<file path="src/rtl/spi_dump_master.sv">
// spi_dump_master
// Debug-side initiator for SPI memory/latch inspection. On i_start it sends one
// request word per address (base, base+1, ...), followed by one flush word,
// through the SPI master's start/done handshake. The reply to request k arrives
// during transfer k+1, so each reply is tagged with the address of the previous
// request and presented on a single-entry valid/ready stream.
//
// Ports:
//   i_clk, i_rst_n                  clock, asynchronous active-low reset
//   i_start, i_base_addr, i_count,
//   i_sel                           burst command (sampled only when idle)
//   o_spi_tx, o_spi_start           request word and one-cycle transfer start
//   i_spi_done, i_spi_rx            transfer finished pulse and received word
//   o_data, o_data_addr,
//   o_data_valid, i_data_ready      reply stream toward the debug host
//   o_busy, o_done                  activity flag and burst-complete pulse
module spi_dump_master #(
  parameter int unsigned NB_BITS = 32,
  parameter int unsigned NB_ADDR = 16,
  parameter int unsigned NB_CNT  = 16
) (
  input  logic               i_clk,
  input  logic               i_rst_n,
  input  logic               i_start,
  input  logic [NB_ADDR-1:0] i_base_addr,
  input  logic [NB_CNT-1:0]  i_count,
  input  logic [1:0]         i_sel,
  output logic [NB_BITS-1:0] o_spi_tx,
  output logic               o_spi_start,
  input  logic               i_spi_done,
  input  logic [NB_BITS-1:0] i_spi_rx,
  output logic [NB_BITS-1:0] o_data,
  output logic [NB_ADDR-1:0] o_data_addr,
  output logic               o_data_valid,
  input  logic               i_data_ready,
  output logic               o_busy,
  output logic               o_done
);

  // Transfer index needs one extra bit: it runs 0..count inclusive.
  localparam int unsigned NB_K = NB_CNT + 1;

  typedef enum logic [2:0] {
    ST_IDLE,
    ST_SEND,
    ST_WAIT,
    ST_PUSH,
    ST_FINISH
  } state_t;

  state_t             state;
  logic [NB_K-1:0]    k;
  logic [NB_ADDR-1:0] base_q;
  logic [NB_CNT-1:0]  cnt_q;
  logic [1:0]         sel_q;

  // Word for transfer kk: request for base+kk while kk<count, flush word after.
  function automatic logic [NB_BITS-1:0] req_word(
    input logic [NB_K-1:0]    kk,
    input logic [NB_CNT-1:0]  cnt,
    input logic [NB_ADDR-1:0] base,
    input logic [1:0]         sel
  );
    logic [NB_BITS-1:0] w;
    w = '0;
    if (kk < {1'b0, cnt}) begin
      w[NB_ADDR-1:0]       = base + NB_ADDR'(kk);
      w[NB_ADDR+1:NB_ADDR] = sel;
    end
    return w;
  endfunction

  // Burst sequencer; every output is a register updated on state transitions.
  always_ff @(posedge i_clk or negedge i_rst_n) begin
    if (!i_rst_n) begin
      state        <= ST_IDLE;
      k            <= '0;
      base_q       <= '0;
      cnt_q        <= '0;
      sel_q        <= '0;
      o_spi_tx     <= '0;
      o_spi_start  <= 1'b0;
      o_data       <= '0;
      o_data_addr  <= '0;
      o_data_valid <= 1'b0;
      o_busy       <= 1'b0;
      o_done       <= 1'b0;
    end else begin
      case (state)
        ST_IDLE: begin
          if (i_start) begin
            base_q <= i_base_addr;
            cnt_q  <= i_count;
            sel_q  <= i_sel;
            k      <= '0;
            o_busy <= 1'b1;
            if (i_count == '0) begin
              state  <= ST_FINISH;
              o_done <= 1'b1;
            end else begin
              state       <= ST_SEND;
              o_spi_start <= 1'b1;
              o_spi_tx    <= req_word('0, i_count, i_base_addr, i_sel);
            end
          end
        end

        ST_SEND: begin
          o_spi_start <= 1'b0;
          state       <= ST_WAIT;
        end

        ST_WAIT: begin
          if (i_spi_done) begin
            o_data <= i_spi_rx;
            if (k == '0) begin
              // First reply carries nothing requested by this burst: drop it.
              k           <= NB_K'(1);
              state       <= ST_SEND;
              o_spi_start <= 1'b1;
              o_spi_tx    <= req_word(NB_K'(1), cnt_q, base_q, sel_q);
            end else begin
              state        <= ST_PUSH;
              o_data_valid <= 1'b1;
              o_data_addr  <= base_q + NB_ADDR'(k) - NB_ADDR'(1);
            end
          end
        end

        ST_PUSH: begin
          // Reply buffer is single-entry: the next transfer waits for the handshake.
          if (i_data_ready) begin
            o_data_valid <= 1'b0;
            if (k == {1'b0, cnt_q}) begin
              state  <= ST_FINISH;
              o_done <= 1'b1;
            end else begin
              k           <= k + NB_K'(1);
              state       <= ST_SEND;
              o_spi_start <= 1'b1;
              o_spi_tx    <= req_word(k + NB_K'(1), cnt_q, base_q, sel_q);
            end
          end
        end

        ST_FINISH: begin
          o_done <= 1'b0;
          o_busy <= 1'b0;
          state  <= ST_IDLE;
        end

        default: begin
          state <= ST_IDLE;
        end
      endcase
    end
  end

endmodule

</file>
<file path="config.mk">
export PLATFORM = sky130hd
export DESIGN_NAME = spi_dump_master
export DESIGN_NICKNAME = d
export VERILOG_FILES = /design/src/rtl/spi_dump_master.sv
export SDC_FILE = /design/constraint.sdc
export NUM_CORES = 1
export LEC_CHECK = 0
export CORE_ASPECT_RATIO = 1.25
export CORE_MARGIN = 4
export CORE_UTILIZATION = 48
export CTS_BUF_LIST = sky130_fd_sc_hd__clkbuf_4 sky130_fd_sc_hd__clkbuf_8 sky130_fd_sc_hd__clkbuf_16
export DETAILED_ROUTE_END_ITERATION = 8
export MAX_ROUTING_LAYER = met4
export PLACE_DENSITY = 0.77
export SYNTH_ARGS = -nofsm -noshare
export SYNTH_HDL_FRONTEND = slang
export SYNTH_SLANG_ARGS = --single-unit
</file>
<file path="constraint.sdc">
create_clock -name i_clk -period 3.56 [get_ports i_clk]
set_input_delay 0.534 -clock i_clk [delete_from_list [all_inputs] [get_ports i_clk]]
set_output_delay 0.534 -clock i_clk [all_outputs]
set_load 0.1 [all_outputs]
</file>
Word level (Yosys, flattened, before mapping)
Cells that the tools add are included.
{"block": "word_totals", "romBits": 0, "memories": 0, "reg_bits": 138, "latch_bits": 0, "out_inout_bits": 84, "mem_bits_rw": 0}
{"block": "op_classes", "eq_ne": 14, "bitwise_logic": 1, "mux": 41, "div_mod_pow": 0, "multipliers": 0, "addsub": 5, "shifts": 0, "n_lt_le_gt_ge": 3, "reduce_logical": 18}
{"operator": "32-bit 2-to-1 mux", "n": 6}
{"operator": "32-bit case mux with 3 select lines", "n": 1}
{"operator": "17-bit 2-to-1 mux", "n": 5}
{"operator": "18-bit 2-to-1 mux", "n": 3}
{"operator": "17-bit case mux with 3 select lines", "n": 1}
{"operator": "16-bit adder", "n": 2}
{"operator": "1-bit by 16-bit < comparator with 1-bit output, first input constant", "n": 2}
{"operator": "2-bit inequality test, second input constant", "n": 9}
{"operator": "17-bit by 1-bit adder with 17-bit output, second input constant", "n": 1}
{"operator": "17-bit by 16-bit == test with 1-bit output", "n": 1}
{"operator": "17-bit logical NOT", "n": 1}
{"operator": "17-bit by 16-bit < comparator with 1-bit output", "n": 1}
{"operator": "16-bit by 1-bit adder with 16-bit output, second input constant", "n": 1}
{"operator": "16-bit logical NOT", "n": 1}
{"operator": "16-bit by 1-bit subtractor with 16-bit output, second input constant", "n": 1}
{"operator": "3-bit 2-to-1 mux", "n": 5}
{"operator": "1-bit 2-to-1 mux", "n": 14}
{"operator": "7-bit AND reduction", "n": 2}
{"operator": "3-bit case mux with 4 select lines", "n": 1}
{"operator": "3-bit by 2-bit == test with 1-bit output, second input constant", "n": 2}
{"operator": "2-bit AND reduction", "n": 3}
{"operator": "3-bit AND reduction", "n": 2}
{"operator": "6-bit AND reduction", "n": 1}
{"operator": "3-bit nonzero test", "n": 2}
{"operator": "12 further kinds", "n": 14}

Logic depth before layout (Yosys ltp)
Gate-level depths: netlist (run 1).
{"block": "logic_depth", "depth_word": 6, "depth_mapped": 14}

Worst setup path after synthesis (run 1)
OpenSTA, ideal clock, no wires.
{"block": "synth_path", "kind": "register -> register", "startpoint": "register k[1]", "endpoint": "register o_spi_tx[13]", "setup_slack_ns": 0.258, "path_stages_with_launch": 15, "t_arrival_ns": 3.209, "synth_period_minus_slack_ns": 3.302, "setup_time_ns": 0.094, "t_required_ns": 3.466, "path_cell_list": "dfrtp_1 > ha_1 > buf_2 > nand4_2 > nor4_1 > xnor2_1 > ha_1 > a211oi_1 > nand2_1 > or3_1 > o21ai_1 > o21a_4 > buf_6 > nand3_1 > a221oi_2"}
{"block": "synth_between", "elab_chain_len": 6, "word_cells_on_any_way": 12}
{"item": "start: declaration", "line": "52", "rtl": "logic [NB_K-1:0] k;"}
{"item": "start signal: assignment", "line": "138", "rtl": "k <= k + NB_K'(1);"}
{"item": "17-bit by 1-bit adder with 17-bit output", "line": "141", "rtl": "o_spi_tx <= req_word(k + NB_K'(1), cnt_q, base_q, sel_q);"}
{"item": "16-bit adder / 17-bit by 16-bit < comparator with 1-bit output (equally long branches)", "line": "67, 66"}
{"item": "18-bit 2-to-1 mux", "line": "66", "rtl": "if (kk < {1'b0, cnt}) begin"}
{"item": "32-bit 2-to-1 mux", "line": "134", "rtl": "if (k == {1'b0, cnt_q}) begin"}
{"item": "32-bit 2-to-1 mux", "line": "132", "rtl": "if (i_data_ready) begin"}
{"item": "32-bit case mux with 3 select lines", "line": "89", "rtl": "case (state)"}
{"item": "end signal: assignment", "line": "103", "rtl": "o_spi_tx <= req_word('0, i_count, i_base_addr, i_sel);"}
{"item": "end signal: assignment", "line": "121", "rtl": "o_spi_tx <= req_word(NB_K'(1), cnt_q, base_q, sel_q);"}
{"item": "end signal: assignment", "line": "141"}
{"item": "end: declaration", "line": "28", "rtl": "output logic [NB_BITS-1:0] o_spi_tx,"}
Several ways; a longest one is shown, not always the timed one. The select of a mux whose other input is x is not followed.
A chain may end at the register's enable or synchronous reset.

Worst setup path after layout (run 1)
{"block": "layout_path", "startpoint": "register k[2]", "endpoint": "register o_spi_tx[13]"}
Same word-level chain as after synthesis.

==> results of run 1 <==
## metal layers
metal / part of all wire [%] / vias to the layer above / track usage (%) / wire length (um)
li1: - / 3460 / - / -
met1: 41 / 3534 / 29.84 / 9961
met2: 49 / 272 / 42.66 / 11990
met3: 6.0 / 45 / 5.117 / 1480
met4: 4.3 / 0 / 11.45 / 1062
met5: 0 / - / - / 0
## registers in the layout, summed over array words and instances, names as in the netlist
register and count:
base_q 16, o_data_addr 16, o_data 32, o_spi_tx 18, o_done 1, sel_q 2, k 17, cnt_q 16
o_busy 1, o_data_valid 1, state 3, o_spi_start 1
## per-stage QoR
step	instance area [sq um]	TNS (ns)	utilization, %
final	10580	0	62.57
after global routing	10580	-0.02570	62.57
after floorplan	8388	0	-
after detailed placement	9918	0	58.65
after global placement	9918	0	58.65
after CTS	10550	0	62.38
## how the worst max path moves through the flow
stage                                     to  cells past startpoint  slack, ns
floorplan           o_spi_tx[13]$_DFFE_PN0P_                     14       0.26
global placement    o_spi_tx[13]$_DFFE_PN0P_                     12       0.17
detailed placement  o_spi_tx[13]$_DFFE_PN0P_                     12       0.06
CTS                 o_spi_tx[13]$_DFFE_PN0P_                     12       0.05
global route         o_spi_tx[0]$_DFFE_PN0P_                     13      -0.02
finish              o_spi_tx[13]$_DFFE_PN0P_                     12       0.24
## cell type report
type / instances / area (sq um)
Sequential cell: 124 / 3105
Clock buffer: 19 / 440.4
Tap cell: 220 / 275.3
Clock inverter: 13 / 190.2
Multi-Input combinational cell: 652 / 4624
Fill cell: 1470 / 6329
Timing Repair Buffer: 167 / 1627
Inverter: 85 / 319.1
## worst reg2reg max path, cell delays in order, from the launching register on
cell	delay [ns]
dfrtp_1	0.35
buf_4	0.17
inv_1	0.10
nor4_1	0.39
xnor2_1	0.31
ha_1	0.37
o21ai_0	0.20
nor2b_1	0.27
a21oi_1	0.11
a311o_1	0.36
a311o_1	0.39
nand3_1	0.11
a221oi_2	0.07
## cells in the mapped netlist (all sizes together) (6+ instances only)
cell	number	area share, %
a211oi	15	1.8
a21o	6	0.54
a21oi	41	2.5
a221oi	14	1.5
a31oi	7	0.53
and2	9	0.68
buf	40	3.4
clkbuf	18	0.81
dfrtp	124	37
ha	63	9.5
inv	85	3.8
mux2	37	5.0
nand2	84	3.8
nand3	21	1.3
nand4	15	1.2
nor2	49	2.5
nor2b	8	0.60
nor3	19	1.1
nor4	17	1.6
o2111ai	6	0.63
o21ai	81	4.9
o31ai	8	0.72
or3	9	0.68
xnor2	51	5.4
xor2	12	1.3
## cell families (layout without fill, tap and decap cells)
family / after synthesis / after routing / synth area share, %
flops: 124 / 124 / 37.21
fa+ha+maj: 65 / 65 / 9.933
buf+inv: 143 / 284 / 8.057
xor+xnor: 63 / 63 / 6.617
other cells: 1 / 14 / 0.04497
simple gates: 253 / 253 / 15.56
compound gates: 217 / 217 / 17.22
mux: 40 / 40 / 5.356
## timing repair
| item | in CTS | in global routing |
|---|---|---|
| resized for setup | 0 | 4 |
| setup endpoints to repair | 0 | 18 |
| setup buffers | 0 | 1 |
==> flow_summary.ini, run 1 <==
[critical_path]
slowest_stage = nor4_1
slowest_delay_ns = 0.39
r2r-start = k[2]$_DFFE_PN0P_
crit_chain = buf_4 > inv_1 > nor4_1 > xnor2_1 > ha_1 > o21ai_0 > nor2b_1 > a21oi_1 > a311o_1 > a311o_1 > nand3_1 > a221oi_2
crit_path_end_kind = flop
critPathRequiredTime_ns = 3.86
cp-start-kind = flop
path_buf_inv = 2
crit_top_cell = a311o_1
r2r_slack_ns = 0.24
setup.worst_path.start = k[2]$_DFFE_PN0P_
critPathMaxFanout = 8
critPathArrivalTime_ns = 3.62
crit_family = compound AO/OA/AOI/OAI gates
rr_worst_depth = 12
r2r-end = o_spi_tx[13]$_DFFE_PN0P_
crit_type = flop to flop

[timing]
slew_headroom_pct = 32.64
final-hold-violation-count = 0
clock_skew_ns = 0.02258
fmax_ghz = 0.3010
timing.final.ws_setup_ns = 0.2378
finalCritPeriodShare_pct = 93.32
slew_viol_final = 0
worst_slew_pin_slew_ns = 1.007
hold_slack_ns = 0.1383
report.final.setup_viol = 0
fin_crit_ns = 3.322

[clock_tree]
clk_latency_ns = 0.43
htree_levels = 4
cts_tree = yes
clock_path_buffers = 2
numCtsBuffers = 17
hold_buffers = 0
root_buffer = clkbuf_16
clk_pin_slew_ns = 0.06
cts.sinks = 124

[global_route]
antenna_found_initial = 0
grt_pass1_vias = 7149
grt_max_degree = 78
grt-ovfl-total = 0
grt_pass1_wl_um = 38490
track_usage_pct = 25.54

[route]
wl_um = 24500
vias = 7311
post-route-drc-count = 0
viasPerCell = 5.712
drt_first_iter_violations = 489
drt_first_pass_iters = 5
wl_per_cell_um = 19.14
detail-route-antenna-nets = 0

[synth]
async_flop_share_pct = 100.0
avgSynthCellArea_sq_um = 9.204
synth_cell_types = 73
synth_ff_type = dfrtp_1
syn_inst = 906
yosysWarnings = 0
ys_ff_latch = 124
synth-edff-count = 0
netlist_area_sq_um = 8339
ys_seq_area_share_pct = 37.21

[finish]
fin_nets = 1183
diodes = 0
layout-drive-gt1-share_pct = 12.74
mostFrequentLayoutCell = clkdlybuf4s50_1
fin_cells = 1280
final_cell_mix = 139 x clkdlybuf4s50_1, 122 x dfrtp_1, 85 x inv_1, 84 x nand2_1, 76 x o21ai_0
area_delta_synth_final_pct = 26.89

[hold_path]
min_path_type = primary input to asynchronous set/reset pin

[floorplanning]
dieArea_sq_um = 19560
rows = 53
io_pins = 155
core_sq_um = 16910
die_w_um = 125.9
start_util_pct = 49.32
die_h_um = 155.4

[place]
place_ws_ns = 0.05578
gp_congestion = 0.9938
dp_cells = 1247
numPortBuffers = 140
hpwl_um = 18530

[run_status]
status = complete, no violations

[run]
cap_violations = 0
Power of run 1 is left out: the tool's default activity adds up to more than one toggle a clock period on the data nets, which glitch-free logic cannot reach.
==> run 2, diff against run 1 <==
--- a/config.mk
+++ b/config.mk
@@ -5,13 +5,15 @@
 export SDC_FILE = /design/constraint.sdc
 export NUM_CORES = 1
 export LEC_CHECK = 0
+export ABC_CLOCK_PERIOD_IN_PS = 3560
 export CORE_ASPECT_RATIO = 1.25
 export CORE_MARGIN = 4
-export CORE_UTILIZATION = 48
+export CORE_UTILIZATION = 59
 export CTS_BUF_LIST = sky130_fd_sc_hd__clkbuf_4 sky130_fd_sc_hd__clkbuf_8 sky130_fd_sc_hd__clkbuf_16
 export DETAILED_ROUTE_END_ITERATION = 8
+export DONT_BUFFER_PORTS = 1
 export MAX_ROUTING_LAYER = met4
-export PLACE_DENSITY = 0.77
+export PLACE_DENSITY = 0.78
 export SYNTH_ARGS = -nofsm -noshare
 export SYNTH_HDL_FRONTEND = slang
 export SYNTH_SLANG_ARGS = --single-unit
==> run 2 against run 1 <==
Via count is 7.2% lower. Flip-flop and latch count stayed put. Count of clock-buffer cells in the layout is the same. Fmax down 1.5%. Core utilization increased by 3.5 points. Critical path depth grew 1. Clock skew shrank 0.012 ns. First-iteration DRC count grew 6.3%. Sequential share of layout area up 4.7 points. Global-route usage grew 3.6 points. Register-to-register slack worse by 0.05 ns. Critical path type unchanged. Highest routed layer unchanged.
==> flow_summary.ini, run 2 (synthesis results as in run 1) <==
[critical_path]
critPathMaxFanout = 6
crit_path_end_kind = flop
slowest_stage = dfrtp_2
crit_chain = and4_4 > nand4_2 > nor4_2 > xnor2_1 > ha_1 > a211oi_1 > nand2_1 > or3_1 > o21ai_1 > buf_4 > o21ai_0 > o2111ai_1 > o211a_1
critPathArrivalTime_ns = 3.74
cp-start-kind = flop
critPathRequiredTime_ns = 3.92
path_buf_inv = 1
crit_family = simple AND/OR/NAND/NOR gates
slowest_delay_ns = 0.42
crit_type = flop to flop

[clock_tree]
root_buffer = clkbuf_16
cts_tree = yes
clk_latency_ns = 0.43
cts.sinks = 124
clk_pin_slew_ns = 0.06
clock_path_buffers = 2
htree_levels = 4
numCtsBuffers = 17

[finish]
nFillCells = 1167
final_area_sq_um = 9133
regArea_sq_um = 3108
mostFrequentLayoutCell = dfrtp_1
final_cell_mix = 120 x dfrtp_1, 85 x inv_1, 84 x nand2_1, 76 x o21ai_0, 63 x ha_1
layout-drive-gt1-share_pct = 14.86
multi_input_area_sq_um = 4622
regMostFlops = o_data
reg_top3 = o_data x32, o_spi_tx x18, k x17
largest_reg_flops = 32
fin_nets = 1045
diodes = 0
area_delta_synth_final_pct = 9.512

[timing]
clock_skew_ns = 0.01088
slew_headroom_pct = 33.14
hold_slack_ns = 0.02122
fin_crit_ns = 3.374
fmax_ghz = 0.2964
finalCritPeriodShare_pct = 94.77
final-hold-violation-count = 0
worst_slew_pin_slew_ns = 1.003
report.final.setup_viol = 0
slew_viol_final = 0

[floorplanning]
io_pins = 155
start_util_pct = 60.37
core_sq_um = 13810
rows = 48
dieArea_sq_um = 16110
die_w_um = 114.3
die_h_um = 140.9

[route]
wl_um = 22380
post-route-drc-count = 0
drt_first_pass_iters = 4
detail-route-antenna-nets = 0
vias = 6787
drt_first_iter_violations = 520
viasPerCell = 6.187
wl_per_cell_um = 20.40

[place]
numPortBuffers = 0
hpwl_um = 16710
placement.cell_area_sq_um = 8458
gp_congestion = 1.005

[global_route]
antenna_found_initial = 0
grt_max_degree = 125
grt_pass1_wl_um = 35340
grt-ovfl-total = 0
grt_pass1_vias = 6609
track_usage_pct = 29.12

[run_status]
status = complete, no violations

[run]
cap_violations = 0

[hold_path]
min_path_type = primary input to asynchronous set/reset pin
-- run 2: final cells by class --
type	count	area share (%)
multi-input combinational	652	50.61
clock buffer	19	4.891
tap	175	2.398
timing repair buffer	29	2.740
sequential	124	34.03
inverter	85	3.494
clock inverter	13	1.836
-- run 2: repair_timing --
action                                  in CTS  in global routing
hold buffers                                 1                  0
resized for setup                            0                  6
endpoints found under the setup margin       0                  6
setup buffers                                0                  1
endpoints found under the hold margin      124                  0
-- run 2: per-stage QoR --
stage          instances  utilization, %  setup WS [ns]   TNS (ns)
3_5_place_dp        1063           61.23         0.1846          0
5_1_grt             1097           66.11      -0.009210  -0.009210
6_report            1097           66.11         0.1863          0
2_1_floorplan        919               -         0.2575          0
3_3_place_gp        1063           61.23         0.3060          0
4_1_cts             1096           65.88         0.1359          0
-- run 2: worst paths after layout --
kind / startpoint / to / slack [ns] / cells after the start
max: k[5]$_DFFE_PN0P_ / o_spi_tx[15]$_DFFE_PN0P_ / 0.19 / 13
min: i_rst_n / o_data[5]$_DFFE_PN0P_ / 0.02 / 1
max reg2reg: k[5]$_DFFE_PN0P_ / o_spi_tx[15]$_DFFE_PN0P_ / 0.19 / 13
min reg2reg: sel_q[0]$_DFFE_PN0P_ / sel_q[0]$_DFFE_PN0P_ / 0.51 / 1
max in group asynchronous: i_rst_n / k[6]$_DFFE_PN0P_ / 2.93 / 1
min in group i_clk: i_data_ready / state[0]$_DFFE_PN0P_ / 0.19 / 1
-- run 2: metal layers --
layer | global-route usage (%) | part of all wire [%] | up-vias
li1 | - | - | 3182
met1 | 34.93 | 38 | 3213
met2 | 46.24 | 48 | 327
met3 | 6.183 | 8.6 | 65
met4 | 14.76 | 5.1 | 0
met5 | - | 0 | -
Power of run 2 is left out for the same reason.
==> run 3, diff against run 2 <==
--- a/config.mk
+++ b/config.mk
@@ -17,3 +17,4 @@
 export SYNTH_ARGS = -nofsm -noshare
 export SYNTH_HDL_FRONTEND = slang
 export SYNTH_SLANG_ARGS = --single-unit
+export TNS_END_PERCENT = 5
==> run 3 against run 2 <==
Count of clock-buffer cells in the layout stayed put. Worst setup slack better by 0.0044 ns. Cell count about the same. Worst hold slack got worse by 0.0018 ns. Clock skew about the same. Routed wire length is 0.38% lower. First-iteration DRC count is 1.5% lower. Register-to-register slack barely moved. Sequential share of layout area increased by 0.075 points. Flip-flop and latch count unchanged. Highest routed layer unchanged. Non-clock buffer count fell by 1.
==> flow_summary.ini, run 3 (synthesis results as in run 1) <==
[run_status]
status = complete, no violations

[clock_tree]
htree_levels = 4
cts_tree = yes
clk_pin_slew_ns = 0.06
root_buffer = clkbuf_16
clock_path_buffers = 2
cts.sinks = 124
clk_latency_ns = 0.43
numCtsBuffers = 17

[critical_path]
slowest_stage = dfrtp_2
slowest_delay_ns = 0.42
crit_family = simple AND/OR/NAND/NOR gates
critPathArrivalTime_ns = 3.73
path_buf_inv = 1
crit_path_end_kind = flop
critPathRequiredTime_ns = 3.93
cp-start-kind = flop
critPathMaxFanout = 6
crit_type = flop to flop
crit_chain = and4_4 > nand4_2 > nor4_2 > xnor2_1 > ha_1 > a211oi_1 > nand2_1 > or3_1 > o21ai_1 > buf_4 > o21ai_0 > o2111ai_1 > o211a_1

[finish]
fin_cells = 1096
diodes = 0
final_cell_mix = 120 x dfrtp_1, 85 x inv_1, 84 x nand2_1, 76 x o21ai_0, 63 x ha_1
layout-drive-gt1-share_pct = 14.77
regMostFlops = o_data
largest_reg_flops = 32
final_util_pct = 65.97
mostFrequentLayoutCell = dfrtp_1
fin_nets = 1044
reg_top3 = o_data x32, o_spi_tx x18, k x17
area_delta_synth_final_pct = 9.272
nFillCells = 1167

[floorplanning]
rows = 48
die_w_um = 114.3
core_sq_um = 13810
die_h_um = 140.9
dieArea_sq_um = 16110
io_pins = 155
start_util_pct = 60.37

[global_route]
grt-ovfl-total = 0
antenna_found_initial = 0
grt_pass1_wl_um = 35340
grt_max_degree = 125
grt_pass1_vias = 6609
track_usage_pct = 29.12

[place]
numPortBuffers = 0
gp_congestion = 1.005
hpwl_um = 16710
dp_cells = 1063

[timing]
hold_slack_ns = 0.01946
fmax_ghz = 0.2968
slew_viol_final = 0
final-hold-violation-count = 0
finalCritPeriodShare_pct = 94.64
slew_headroom_pct = 33.93
worst_slew_pin_slew_ns = 0.9911
report.final.setup_viol = 0
clock_skew_ns = 0.01127
fin_crit_ns = 3.369

[route]
vias = 6771
drt_first_pass_iters = 5
detail-route-antenna-nets = 0
drt_first_iter_violations = 512
wl_per_cell_um = 20.34
viasPerCell = 6.178
wl_um = 22290
post-route-drc-count = 0

[run]
cap_violations = 0

[hold_path]
min_path_type = primary input to asynchronous set/reset pin
## run 3: final timing paths
path | start | endpoint | slack, ns | cells past startpoint
max | k[5]$_DFFE_PN0P_ | o_spi_tx[15]$_DFFE_PN0P_ | 0.19 | 13
min | i_rst_n | o_data[5]$_DFFE_PN0P_ | 0.02 | 1
max reg2reg | k[5]$_DFFE_PN0P_ | o_spi_tx[15]$_DFFE_PN0P_ | 0.19 | 13
min reg2reg | sel_q[0]$_DFFE_PN0P_ | sel_q[0]$_DFFE_PN0P_ | 0.52 | 1
max in group asynchronous | i_rst_n | k[6]$_DFFE_PN0P_ | 2.93 | 1
min in group i_clk | i_data_ready | state[0]$_DFFE_PN0P_ | 0.19 | 1
## run 3: worst reg2reg max path: cells and delay by family (launching register included)
family / cells / cell delay [ns]
fa+ha+maj: 1 / 0.31
compound gates: 5 / 1.05
buf+inv: 1 / 0.16
xor+xnor: 1 / 0.23
flops: 1 / 0.42
simple gates: 5 / 1.15
## run 3: cell type report
| cell class | count | area (sq um) | share of cell area [%] |
|---|---|---|---|
| clock inverter | 13 | 167.7 | 1.840 |
| inverter | 85 | 319.1 | 3.501 |
| clock buffer | 19 | 446.7 | 4.902 |
| tap | 175 | 219.0 | 2.403 |
| sequential | 124 | 3108 | 34.11 |
| multi-input combinational | 652 | 4622 | 50.72 |
| timing repair buffer | 28 | 230.2 | 2.526 |
## run 3: metrics by stage
| stage | area (sq um) | setup TNS [ns] | setup WS (ns) |
|---|---|---|---|
| global placement | 8458 | 0 | 0.3060 |
| global route | 9112 | -0.009210 | -0.009210 |
| CTS | 9100 | 0 | 0.1359 |
| detailed placement | 8458 | 0 | 0.1846 |
| finish | 9112 | 0 | 0.1907 |
| floorplan | 8388 | 0 | 0.2575 |
## run 3: repair_timing
| action | 4_1_cts | 5_1_grt |
|---|---|---|
| endpoints found under the hold margin | 124 | 0 |
| gates resized for setup | 0 | 6 |
| hold buffers | 1 | 0 |
| endpoints found under the setup margin | 0 | 6 |
| setup buffers | 0 | 0 |
## run 3: per-layer routing
metal	global-route usage, %	wire length (um)	vias to the layer above
li1	-	-	3179
met1	34.93	8698	3229
met2	46.24	10800	306
met3	6.183	1720	57
met4	14.76	1075	0
met5	-	0	-
Power of run 3 is left out for the same reason.
